==> config.mk <==
export PLATFORM = sky130hd
export DESIGN_NAME = time_setter
export DESIGN_NICKNAME = d
export VERILOG_FILES = /design/src/rtl/time_setter_pkg.sv /design/src/rtl/time_setter_field_stepper.sv /design/src/rtl/time_setter.sv
export SDC_FILE = /design/constraint.sdc
export NUM_CORES = 1
export LEC_CHECK = 0
export CORE_MARGIN = 4
export CORE_UTILIZATION = 52
export DETAILED_ROUTE_END_ITERATION = 8
export PLACE_DENSITY_LB_ADDON = 0.05
export SYNTH_ARGS = -nofsm -noshare
export SYNTH_HDL_FRONTEND = slang
export SYNTH_SLANG_ARGS = --single-unit
==> constraint.sdc <==
create_clock -name CLK -period 5.5 [get_ports CLK]
set_input_delay 1.1 -clock CLK [delete_from_list [all_inputs] [get_ports CLK]]
set_output_delay 1.1 -clock CLK [all_outputs]
set_load 0.05 [all_outputs]
==> src/rtl/time_setter_pkg.sv <==
// Shared definitions for the time/date/alarm editor: state and field codes,
// word layouts of the core's time/date/alarm buses, and per-field limits.
package time_setter_pkg;

    localparam logic [1:0] ST_IDLE       = 2'd0;
    localparam logic [1:0] ST_EDIT_TIME  = 2'd1;
    localparam logic [1:0] ST_COMMIT     = 2'd2;
    localparam logic [1:0] ST_EDIT_ALARM = 2'd3;

    localparam logic [2:0] FLD_YEAR  = 3'd0;
    localparam logic [2:0] FLD_MONTH = 3'd1;
    localparam logic [2:0] FLD_DAY   = 3'd2;
    localparam logic [2:0] FLD_HOUR  = 3'd3;
    localparam logic [2:0] FLD_MIN   = 3'd4;
    localparam logic [2:0] FLD_SEC   = 3'd5;

    localparam logic [2:0] FLD_A_HOUR = 3'd0;
    localparam logic [2:0] FLD_A_MIN  = 3'd1;
    localparam logic [2:0] FLD_A_SEC  = 3'd2;

    localparam int TIME_MER_BIT   = 17;
    localparam int TIME_HOUR_LSB  = 12;
    localparam int TIME_MIN_LSB   = 6;
    localparam int TIME_SEC_LSB   = 0;
    localparam int DATE_YEAR_LSB  = 9;
    localparam int DATE_MONTH_LSB = 5;
    localparam int DATE_DAY_LSB   = 0;
    localparam int ALARM_HOUR_LSB = 12;
    localparam int ALARM_MIN_LSB  = 6;
    localparam int ALARM_SEC_LSB  = 0;

    localparam int HOUR_W  = 5;
    localparam int MIN_W   = 6;
    localparam int SEC_W   = 6;
    localparam int YEAR_W  = 7;
    localparam int MONTH_W = 4;
    localparam int DAY_W   = 5;
    localparam int VAL_W   = 7;

    localparam logic [6:0] LIM_ZERO  = 7'd0;
    localparam logic [6:0] SEC_MAX   = 7'd59;
    localparam logic [6:0] MIN_MAX   = 7'd59;
    localparam logic [6:0] HOUR_MAX  = 7'd23;
    localparam logic [6:0] YEAR_MAX  = 7'd99;
    localparam logic [6:0] MONTH_MIN = 7'd1;
    localparam logic [6:0] MONTH_MAX = 7'd12;
    localparam logic [6:0] DAY_MIN   = 7'd1;
    localparam logic [6:0] DAY_MAX   = 7'd31;

    localparam logic [15:0] RESET_DATE = {7'd16, 4'd1, 5'd1};

    typedef struct packed {
        logic [6:0] val;
        logic [6:0] lo;
        logic [6:0] hi;
    } field_sel_t;

    function automatic logic is_pm(input logic [4:0] hour);
        return hour >= 5'd12;
    endfunction

endpackage

==> src/rtl/time_setter_field_stepper.sv <==
// Steps one field value up or down by one, wrapping inside [min_val, max_val].
module time_setter_field_stepper (
    input  logic [6:0] value,
    input  logic [6:0] min_val,
    input  logic [6:0] max_val,
    input  logic       up,
    input  logic       down,
    output logic [6:0] next_val
);

    logic [6:0] base;

    // Out-of-range captured values are pulled to the minimum before the step applies.
    always_comb begin
        base     = (value < min_val || value > max_val) ? min_val : value;
        next_val = base;
        if (up && !down) begin
            next_val = (base == max_val) ? min_val : base + 7'd1;
        end else if (down && !up) begin
            next_val = (base == min_val) ? max_val : base - 7'd1;
        end
    end

endmodule

==> src/rtl/time_setter.sv <==
// Button-driven editor for the core's time, date and alarm images, including
// the SETTING/SETTING_OK commit handshake and inactivity abandon.
module time_setter
    import time_setter_pkg::*;
#(
    parameter int EXIT_CYC    = 30000,
    parameter int ACK_TIMEOUT = 15
) (
    input  logic        CLK,
    input  logic        RESETN,
    input  logic        BTN_MODE,
    input  logic        BTN_NEXT,
    input  logic        BTN_UP,
    input  logic        BTN_DOWN,
    input  logic [17:0] CUR_TIME,
    input  logic [15:0] CUR_DATE,
    input  logic [16:0] CUR_ALARM,
    input  logic        SETTING_OK,
    output logic        MODE,
    output logic        MODE_STATE,
    output logic        SETTING,
    output logic [17:0] SET_TIME,
    output logic [15:0] SET_DATE,
    output logic [16:0] SET_ALARM,
    output logic [2:0]  FIELD,
    output logic        ERR
);

    localparam int IDLE_W = $clog2(EXIT_CYC + 1);
    localparam int ACK_W  = $clog2(ACK_TIMEOUT + 1);
    localparam logic [IDLE_W-1:0] IDLE_LAST = IDLE_W'(EXIT_CYC - 1);
    localparam logic [ACK_W-1:0]  ACK_LAST  = ACK_W'(ACK_TIMEOUT - 1);

    logic [1:0]        state;
    logic [IDLE_W-1:0] idle_cnt;
    logic [ACK_W-1:0]  ack_cnt;
    field_sel_t        sel;
    logic [6:0]        fld_next;
    logic              any_btn;
    logic              step_act;
    logic              unused_cur_meridian;

    assign unused_cur_meridian = CUR_TIME[TIME_MER_BIT];
    assign any_btn  = BTN_MODE | BTN_NEXT | BTN_UP | BTN_DOWN;
    assign step_act = (BTN_UP ^ BTN_DOWN) & ~BTN_MODE & ~BTN_NEXT;

    // Route the field under the cursor, with its limits, to the single stepper.
    always_comb begin
        sel = '0;
        if (state == ST_EDIT_ALARM) begin
            case (FIELD)
                FLD_A_HOUR: sel = '{VAL_W'(SET_ALARM[ALARM_HOUR_LSB +: HOUR_W]), LIM_ZERO, HOUR_MAX};
                FLD_A_MIN:  sel = '{VAL_W'(SET_ALARM[ALARM_MIN_LSB +: MIN_W]), LIM_ZERO, MIN_MAX};
                FLD_A_SEC:  sel = '{VAL_W'(SET_ALARM[ALARM_SEC_LSB +: SEC_W]), LIM_ZERO, SEC_MAX};
                default:    sel = '0;
            endcase
        end else begin
            case (FIELD)
                FLD_YEAR:  sel = '{VAL_W'(SET_DATE[DATE_YEAR_LSB +: YEAR_W]), LIM_ZERO, YEAR_MAX};
                FLD_MONTH: sel = '{VAL_W'(SET_DATE[DATE_MONTH_LSB +: MONTH_W]), MONTH_MIN, MONTH_MAX};
                FLD_DAY:   sel = '{VAL_W'(SET_DATE[DATE_DAY_LSB +: DAY_W]), DAY_MIN, DAY_MAX};
                FLD_HOUR:  sel = '{VAL_W'(SET_TIME[TIME_HOUR_LSB +: HOUR_W]), LIM_ZERO, HOUR_MAX};
                FLD_MIN:   sel = '{VAL_W'(SET_TIME[TIME_MIN_LSB +: MIN_W]), LIM_ZERO, MIN_MAX};
                FLD_SEC:   sel = '{VAL_W'(SET_TIME[TIME_SEC_LSB +: SEC_W]), LIM_ZERO, SEC_MAX};
                default:   sel = '0;
            endcase
        end
    end

    time_setter_field_stepper u_stepper (
        .value    (sel.val),
        .min_val  (sel.lo),
        .max_val  (sel.hi),
        .up       (BTN_UP),
        .down     (BTN_DOWN),
        .next_val (fld_next)
    );

    always_ff @(posedge CLK or negedge RESETN) begin
        if (!RESETN) begin
            state      <= ST_IDLE;
            MODE       <= 1'b0;
            MODE_STATE <= 1'b0;
            SETTING    <= 1'b0;
            FIELD      <= '0;
            ERR        <= 1'b0;
            SET_TIME   <= '0;
            SET_DATE   <= RESET_DATE;
            SET_ALARM  <= '0;
            idle_cnt   <= '0;
            ack_cnt    <= '0;
        end else begin
            case (state)
                ST_IDLE: begin
                    if (BTN_MODE) begin
                        state    <= ST_EDIT_TIME;
                        MODE     <= 1'b1;
                        FIELD    <= FLD_YEAR;
                        ERR      <= 1'b0;
                        SET_TIME <= {is_pm(CUR_TIME[TIME_HOUR_LSB +: HOUR_W]), CUR_TIME[16:0]};
                        SET_DATE <= CUR_DATE;
                        idle_cnt <= '0;
                    end
                end
                ST_EDIT_TIME: begin
                    idle_cnt <= any_btn ? '0 : idle_cnt + IDLE_W'(1);
                    if (BTN_MODE) begin
                        state   <= ST_COMMIT;
                        SETTING <= 1'b1;
                        ack_cnt <= '0;
                    end else if (BTN_NEXT) begin
                        FIELD <= (FIELD == FLD_SEC) ? FLD_YEAR : FIELD + 3'd1;
                    end else if (step_act) begin
                        case (FIELD)
                            FLD_YEAR:  SET_DATE[DATE_YEAR_LSB +: YEAR_W]   <= fld_next[YEAR_W-1:0];
                            FLD_MONTH: SET_DATE[DATE_MONTH_LSB +: MONTH_W] <= fld_next[MONTH_W-1:0];
                            FLD_DAY:   SET_DATE[DATE_DAY_LSB +: DAY_W]     <= fld_next[DAY_W-1:0];
                            FLD_HOUR: begin
                                SET_TIME[TIME_HOUR_LSB +: HOUR_W] <= fld_next[HOUR_W-1:0];
                                SET_TIME[TIME_MER_BIT]            <= is_pm(fld_next[HOUR_W-1:0]);
                            end
                            FLD_MIN:   SET_TIME[TIME_MIN_LSB +: MIN_W] <= fld_next[MIN_W-1:0];
                            FLD_SEC:   SET_TIME[TIME_SEC_LSB +: SEC_W] <= fld_next[SEC_W-1:0];
                            default: ;
                        endcase
                    end else if (!any_btn && idle_cnt == IDLE_LAST) begin
                        state <= ST_IDLE;
                        MODE  <= 1'b0;
                        FIELD <= '0;
                    end
                end
                // A missing acknowledge still moves on to the alarm page, flagging ERR.
                ST_COMMIT: begin
                    if (SETTING_OK || ack_cnt == ACK_LAST) begin
                        state      <= ST_EDIT_ALARM;
                        SETTING    <= 1'b0;
                        MODE_STATE <= 1'b1;
                        SET_ALARM  <= CUR_ALARM;
                        FIELD      <= FLD_A_HOUR;
                        idle_cnt   <= '0;
                        if (!SETTING_OK) begin
                            ERR <= 1'b1;
                        end
                    end else begin
                        ack_cnt <= ack_cnt + ACK_W'(1);
                    end
                end
                ST_EDIT_ALARM: begin
                    idle_cnt <= any_btn ? '0 : idle_cnt + IDLE_W'(1);
                    if (BTN_MODE || (!any_btn && idle_cnt == IDLE_LAST)) begin
                        state      <= ST_IDLE;
                        MODE       <= 1'b0;
                        MODE_STATE <= 1'b0;
                        FIELD      <= '0;
                    end else if (BTN_NEXT) begin
                        FIELD <= (FIELD == FLD_A_SEC) ? FLD_A_HOUR : FIELD + 3'd1;
                    end else if (step_act) begin
                        case (FIELD)
                            FLD_A_HOUR: SET_ALARM[ALARM_HOUR_LSB +: HOUR_W] <= fld_next[HOUR_W-1:0];
                            FLD_A_MIN:  SET_ALARM[ALARM_MIN_LSB +: MIN_W]   <= fld_next[MIN_W-1:0];
                            FLD_A_SEC:  SET_ALARM[ALARM_SEC_LSB +: SEC_W]   <= fld_next[SEC_W-1:0];
                            default: ;
                        endcase
                    end
                end
            endcase
        end
    end

endmodule
; ---- After elaboration in Yosys (flattened, before gate mapping)
; Index checks and enable logic that the tools add are counted.
; Widths: inputs -> output; s select.
[word_totals]
reg_bits = 79
latchBits = 0
ramBits = 0
mem_bits_ro = 0
out_inout_bits = 58
wordCells = 182
n_memories = 0
[classes]
addsub = 5
n_mul = 0
n_div = 0
n_lt_le_gt_ge = 4
eq_ne = 41
n_shift = 0
mux = 73
bitwise_logic = 8
n_reduce_logical = 34
[op_table]
columns = operator, count
row1 = $pmux 21 s6, 1
row2 = $mux 18, 4
row3 = $mux 17, 4
row4 = $reduce_and 6->1, 11
row5 = $mux 16, 4
row6 = $pmux 20 s3, 1
row7 = $mux 15, 3
row8 = $pmux 15 s3, 1
row9 = $mux 7, 6
row10 = $pmux 18 s2, 1
row11 = $ne 2x2->1 const B, 17
row12 = $pmux 17 s2, 1
row13 = $pmux 16 s2, 1
row14 = $mux 3, 10
row15 = $mux 6, 5
row16 = $mux 21, 1
row17 = $add 15x1->15 const B, 1
row18 = $eq 15x15->1 const B, 1
row19 = $ne 3x3->1 const B, 5
row20 = $eq 7x7->1, 2
row21 = $mux 2, 7
row22 = $mux 4, 3
row23 = $ne 2x1->1 const B, 6
row24 = $pmux 3 s4, 1
row25 = 36 further kinds, 68

; ---- Logic depth before layout (Yosys ltp)
; Gate-level depths: netlist (run 1).
[logic_depth]
word_depth = 16
depth_mapped = 28

; ---- Modules after synthesis
; Synthesis (run 1) repeated with hierarchy kept, for this count alone.
[hier_totals]
hier_cells = 711
hier_area_um2 = 5728.0
[by_module_without_submodules]
columns = mod, instances, cells_each, area_per_inst_um2, seq_area_each_um2
row1 = time_setter, 1, 525, 4403.0, 1980.6
row2 = time_setter_field_stepper, 1, 186, 1325.0, 0.0

; ---- Least setup slack after synthesis (run 1)
; Ideal clock, no wire load.
[synth_timing]
path_kind = register -> register
start = reg FIELD[1]
end = reg SET_TIME[17]
setup_time_ps = 121
arrival_time_ps = 5133
t_required_ps = 5379
slack_ps = 246
path_stages_with_launch = 27
n_path_buf = 3
synth_period_minus_slack_ps = 5254
path_cell_list = dfrtp_1 > buf_6 > buf_4 > inv_1 > nor2_1 > ha_1 > clkbuf_1 > a32o_1 > o41ai_2 > nand2_1 > ha_1 > nand2_1 > o21ai_0 > nand2_1 > a211o_1 > a21oi_1 > nor3_1 > o21ai_1 > inv_1 > ha_1 > inv_1 > nor2_1 > xor2_1 > o211a_1 > nor4_4 > o21ai_1 > a22o_1
[synth_between]
elab_chain_len = 16
[synth_rtl]
columns = element, line_no
row1 = from (decl), time_setter.sv:25  ; output logic [2:0] FIELD,
row2 = from (signal assigned), time_setter.sv:112  ; FIELD <= (FIELD == FLD_SEC) ? FLD_YEAR : FIELD + 3'd1;
row3 = from (signal assigned), time_setter.sv:156  ; FIELD <= (FIELD == FLD_A_SEC) ? FLD_A_HOUR : FIELD + 3'd1;
row4 = $eq 3x3->1 (tied with other cells), time_setter.sv:58  ; case (FIELD)
row5 = $pmux 21 s6 / $pmux 20 s3 (equally long branches), "time_setter.sv:58, time_setter.sv:51"
row6 = $mux 21, time_setter.sv:50  ; if (state == ST_EDIT_ALARM) begin
row7 = $lt 7x7->1 / $gt 7x7->1 (equally long branches), time_setter_field_stepper.sv:15  ; base = (value < min_val || value > max_val) ? min_val : value;
row8 = $logic_or 1x1->1, time_setter_field_stepper.sv:15
row9 = $mux 7, time_setter_field_stepper.sv:15
row10 = $sub 7x1->7 / $eq 7x7->1 (equally long branches), time_setter_field_stepper.sv:20  ; next_val = (base == min_val) ? max_val : base - 7'd1;
row11 = $mux 7, time_setter_field_stepper.sv:20
row12 = $mux 7, time_setter_field_stepper.sv:19  ; end else if (down && !up) begin
row13 = $mux 7, time_setter_field_stepper.sv:17  ; if (up && !down) begin
row14 = $ge 5x4->1, time_setter_pkg.sv:59  ; return hour >= 5'd12;
row15 = $mux 6, time_setter.sv:114  ; case (FIELD)
row16 = $mux 18, time_setter.sv:113  ; end else if (step_act) begin
row17 = $mux 18, time_setter.sv:111  ; end else if (BTN_NEXT) begin
row18 = $mux 18, time_setter.sv:107  ; if (BTN_MODE) begin
row19 = $pmux 18 s2, time_setter.sv:93  ; case (state)
row20 = to (signal assigned), time_setter.sv:100  ; SET_TIME <= {is_pm(CUR_TIME[TIME_HOUR_LSB +: HOUR_W]), CUR_TIME[16:0]};
row21 = "to (signal, indexed assignment)", time_setter.sv:119  ; SET_TIME[TIME_HOUR_LSB +: HOUR_W] <= fld_next[HOUR_W-1:0];
row22 = "to (signal, indexed assignment)", time_setter.sv:120  ; SET_TIME[TIME_MER_BIT] <= is_pm(fld_next[HOUR_W-1:0]);
row23 = to (decl), time_setter.sv:22  ; output logic [17:0] SET_TIME,
; Parallel ways exist; a longest one is shown, timed or not. The select of a mux whose other input is x is not followed.
; A chain may end at the register's enable or synchronous reset.

; ---- Final worst setup path (run 1)
[layout_timing]
start = reg FIELD[0]
end = reg SET_DATE[11]
[layout_between]
elab_chain_len = 15
[layout_rtl]
columns = element, line_no
row1 = $eq 3x3->1 (tied with other cells), time_setter.sv:58
row2 = $pmux 21 s6 / $pmux 20 s3 (equally long branches), "time_setter.sv:58, time_setter.sv:51"
row3 = $mux 21, time_setter.sv:50
row4 = $lt 7x7->1 / $gt 7x7->1 (equally long branches), time_setter_field_stepper.sv:15
row5 = $logic_or 1x1->1, time_setter_field_stepper.sv:15
row6 = $mux 7, time_setter_field_stepper.sv:15
row7 = $sub 7x1->7 / $eq 7x7->1 (equally long branches), time_setter_field_stepper.sv:20
row8 = $mux 7, time_setter_field_stepper.sv:20
row9 = $mux 7, time_setter_field_stepper.sv:19
row10 = $mux 7, time_setter_field_stepper.sv:17
row11 = $mux 7, time_setter.sv:114
row12 = $mux 16, time_setter.sv:113
row13 = $mux 16, time_setter.sv:111
row14 = $mux 16, time_setter.sv:107
row15 = $pmux 16 s2, time_setter.sv:93
row16 = "to (signal, indexed assignment)", time_setter.sv:115  ; FLD_YEAR: SET_DATE[DATE_YEAR_LSB +: YEAR_W] <= fld_next[YEAR_W-1:0];
row17 = "to (signal, indexed assignment)", time_setter.sv:116  ; FLD_MONTH: SET_DATE[DATE_MONTH_LSB +: MONTH_W] <= fld_next[MONTH_W-1:0];
row18 = "to (signal, indexed assignment)", time_setter.sv:117  ; FLD_DAY: SET_DATE[DATE_DAY_LSB +: DAY_W] <= fld_next[DAY_W-1:0];
row19 = to (decl), time_setter.sv:23  ; output logic [15:0] SET_DATE,
; Parallel ways exist; a longest one is shown, timed or not. The select of a mux whose other input is x is not followed.

==> results of run 1 <==
## layer usage
layer,global-route usage (%),up-vias
met5,0,-
met4,10.5,0
met3,5.08,35
met2,49.5,278
met1,39.6,2862
li1,-,2702
## metrics by stage
stage | hold WS (ns) | setup slack (ns) | util, % | std cells | total power, uW
after floorplan | 0.451 | 0.246 | - | 672 | 3580
after global placement | 0.475 | 0.466 | 66.2 | 913 | 4740
after detailed placement | 0.496 | 0.348 | 66.2 | 913 | 4800
after CTS | 0.511 | 0.317 | 68.0 | 929 | 5240
after global routing | 0.544 | 0.0231 | 68.2 | 930 | 5660
final | 0.512 | 0.393 | 68.2 | 930 | 5310
## flip-flops by register name (all words and copies together), names as in the netlist, named ones only
| register | count |
|---|---|
| SET_ALARM | 17 |
| MODE_STATE | 1 |
| ERR | 1 |
| idle_cnt | 15 |
| state | 1 |
| SET_TIME | 18 |
| MODE | 1 |
| SET_DATE | 16 |
| SETTING | 1 |
| FIELD | 3 |
| ack_cnt | 4 |
## final cells by class
| class | instances | share of cell area, % |
|---|---|---|
| tap | 136 | 2.41 |
| multi-input combinational | 538 | 46.9 |
| inverter | 19 | 1.01 |
| timing repair buffer | 142 | 19.1 |
| clock inverter | 6 | 0.708 |
| sequential | 79 | 28.0 |
| clock buffer | 10 | 1.95 |
## power by group through the flow
stage / registers [uW] / logic [uW] / clock network (uW)
detailed placement: 1020 / 3790 / 0
global route: 1040 / 4160 / 460
finish: 1010 / 3870 / 432
floorplan: 1620 / 1960 / 0
global placement: 1010 / 3730 / 0
CTS: 1000 / 3800 / 435
## layout by cell type (no fill, tap or decap), types with 5 or more instances in the layout
cell type          n
ha_1              14
and3_1            11
clkbuf_8          10
inv_1             15
nor3_1             8
nand2b_1           5
a211o_1            6
nand4_1            5
o31ai_2            6
o21ai_0           51
buf_4             29
xnor2_1            5
nand2_1           85
a21oi_1           51
o21ai_1            9
nor2b_1           10
a31oi_1            5
nor2_1            86
a211oi_1           8
nand3_1           19
mux2i_1           11
o31ai_1           37
dfrtp_1           76
and2_1            12
and3b_1            5
clkdlybuf4s50_1  113
## repair_timing
item | 4_1_cts | 5_1_grt
setup buffers | 0 | 1
gates resized for setup | 0 | 1
hold buffers | 0 | 0
hold endpoints to repair | 0 | 0
endpoints found under the setup margin | 0 | 4
## worst paths after layout
| kind | depth (start not counted) | endpoint | start |
|---|---|---|---|
| min in group asynchronous | 1 | SET_DATE[15] | RESETN |
| hold reg to reg | 2 | SET_ALARM[1] | SET_ALARM[1] |
| max in group asynchronous | 1 | SET_ALARM[9] | RESETN |
| setup / recovery | 21 | SET_DATE[11] | FIELD[0] |
| hold / removal | 2 | SET_ALARM[1] | SET_ALARM[1] |
| setup reg to reg | 21 | SET_DATE[11] | FIELD[0] |
## worst register-to-register path, cell delays in order, from the launching register on
cell and delay, ns:
dfrtp_1 0.58, inv_2 0.13, nor2_1 0.05, ha_1 0.30, a32o_1 0.26, o41ai_2 0.38, nand2_1 0.14, ha_1 0.35
nand2_1 0.06, o21ai_0 0.18, nand2_1 0.10, a211o_1 0.33, a21oi_1 0.22, nor3_1 0.08, o21ai_1 0.28, inv_1 0.08
ha_1 0.21, and2_1 0.17, o32ai_1 0.30, a221o_1 0.34, nor2_2 0.15, o31ai_1 0.30
## kinds of logic after synthesis
logic type	after synthesis
AOI/OAI and AO/OA	223
xor gates and xnor gates	8
adders and majority gates	15
buffers and inverters	55
DFF	79
muxes	16
and+or+nand+nor	276
==> out/qor.yml, run 1 <==
synthesis:
  ys_async_sr_fraction_pct: 100
  synthAdderAreaFrac_pct: 3.36
  synth.most_common_cell: "nor2_1"
  synth_seq_area_share_pct: 35.7
  synth.top_cell.area_share_pct: 34.3
  synth_area_leaders: "dfrtp_1 (34%), nor2_1 (5.9%), nand2_1 (5.8%), o31ai_1 (5.0%), o21ai_0 (4.7%)"
  synth_top_family_by_area: "compound AO/OA/AOI/OAI gates"
  yosys-top-cells-count: "nor2_1 (87), nand2_1 (85), dfrtp_1 (76)"
  synthSimpleGateAreaFrac_pct: 24.0
  synth_warnings: 0
  avgSynthCellArea_sq_um: 8.25
  synth_largest_area_cell: "dfrtp_1"
  synth_xor_area_share_pct: 1.26
  synth_edf_count: 0
  ys_ff_latch: 79
  netlist_area_sq_mm: 0.00554
  synth_nets: 744
  synthDistinctLibCells: 79
  synth_cells: 672
  synth_compound_area_share_pct: 27.9
  synthMuxAreaShare_pct: 3.00
  ys.flop_type: "dfrtp_1"
setup_path:
  crit_arrival_ns: 5.39
  cpMaxStageDelayCell: "dfrtp_1"
  cp_slowest_stage_delay_ns: 0.58
  crit_buf_inv: 2
  endpoint_kind: "flop"
  cp-start-kind: "flop"
  crit_required_ns: 5.78
  cp_cell_sequence: "inv_2 > nor2_1 > ha_1 > a32o_1 > o41ai_2 > nand2_1 > ha_1 > nand2_1 > o21ai_0 > nand2_1 > a211o_1 > a21oi_1 > nor3_1 > o21ai_1 > inv_1 > ha_1 > and2_1 > o32ai_1 > a221o_1 > nor2_2 > o31ai_1"
  critPathTopFamily: "compound AO/OA/AOI/OAI gates"
  crit_fanout: 15
  criticalPathCategory: "flop to flop"
  ff2ff_setup_slack_ns: 0.39
sta:
  timing.final.crit_share_pct: 92.8
  worstMarginPinSlew_ns: 1.30
  finalHoldViolations: 0
  min_period_ns: 5.11
  finalMaxSlewViolations: 0
  final-setup-viol-count: 0
  rsz0062_at_grt: "no"
  relSlewSlack_pct: 12.2
  fmax_mhz: 196
  final.setup.tns_ns: 0
  clock_skew_ns: 0.0145
detailed_routing:
  drc: 0
  first_pass_iters: 5
  post_drt_wl_per_cell_um: 19.9
  ant_nets: 0
  wl_met1_um: 7700
  wirelength_um: 18500
  vias: 5877
  met2WireLength_um: 8930
  top_layer: "met4"
  wl_met3_um: 1460
  avgViaCountPerCell: 6.32
  drt_iter0_drc: 582
clock_tree:
  cts_root_buf: "clkbuf_8"
  cts_tree: "built"
  clkLatencyLatePin_ns: 0.37
  htree_levels: 3
  cts_buffer_depth: 2
  numCtsBuffers: 9
  clk_pin_slew_ns: 0.10
  clkSinkCount: 79
floorplanning:
  top_level_ports: 116
  dieArea_sq_mm: 0.0124
  row_count: 37
  fp.dieH_um: 111
  coreArea_sq_mm: 0.0104
  initial_core_util_pct: 53.5
  die_x_um: 111
global_route:
  grt_start_max_net_pins: 80
  gr-total-overflow: 0
  grt_pass1_wl_um: 30300
  grt.total_usage_pct: 29.9
  antenna_found_initial: 0
  first_global_vias: 5885
run:
  maxCapViolCount: 0
finish:
  multi_input_area_sq_mm: 0.00331
  nets: 861
  area_delta_synth_final_pct: 27.6
  layout-drive-gt1-share_pct: 9.95
  seqCellArea_sq_mm: 0.00198
  finalInstanceArea_sq_mm: 0.00707
  n_antenna_cell: 0
  n_fill_cell: 891
place:
  hpwl_um: 14000
  gp_congestion: 0.934
  placedInstanceArea_sq_mm: 0.00687
  port_buffers: 114
outcome:
  status: "finished, final reports clean"
power_and_ir_drop:
  pwr-share-comb_pct: 72.9
  power_density_mw_per_mm2: 751
  ir_drop_uv: 380
  power.switching_uw: 3000
  clkPwrFrac_pct: 8.1
  p_int_uw: 2320
  swShare_pct: 56.4
  p_leak_uw: 0.00298
  p_seq_share_pct: 19.0
hold_path:
  hold_path_class: "flop to flop"
No activity file was read; power rests on OpenSTA's default activity.
==> inputs of run 2 (changes only) <==
--- a/config.mk
+++ b/config.mk
@@ -7,6 +7,7 @@
 export LEC_CHECK = 0
 export CORE_MARGIN = 4
 export CORE_UTILIZATION = 52
+export CTS_CLUSTER_SIZE = 25
 export DETAILED_ROUTE_END_ITERATION = 8
 export PLACE_DENSITY_LB_ADDON = 0.05
 export SYNTH_ARGS = -nofsm -noshare
==> results of run 2 <==
Final layout, timing and power as in run 1 (identical DEF).
==> inputs of run 3 (changes only) <==
--- a/config.mk
+++ b/config.mk
@@ -9,6 +9,7 @@
 export CORE_UTILIZATION = 52
 export CTS_CLUSTER_SIZE = 25
 export DETAILED_ROUTE_END_ITERATION = 8
+export GPL_TIMING_DRIVEN = 1
 export PLACE_DENSITY_LB_ADDON = 0.05
 export SYNTH_ARGS = -nofsm -noshare
 export SYNTH_HDL_FRONTEND = slang
==> results of run 3 <==
Final layout, timing and power as in run 1 (identical DEF).
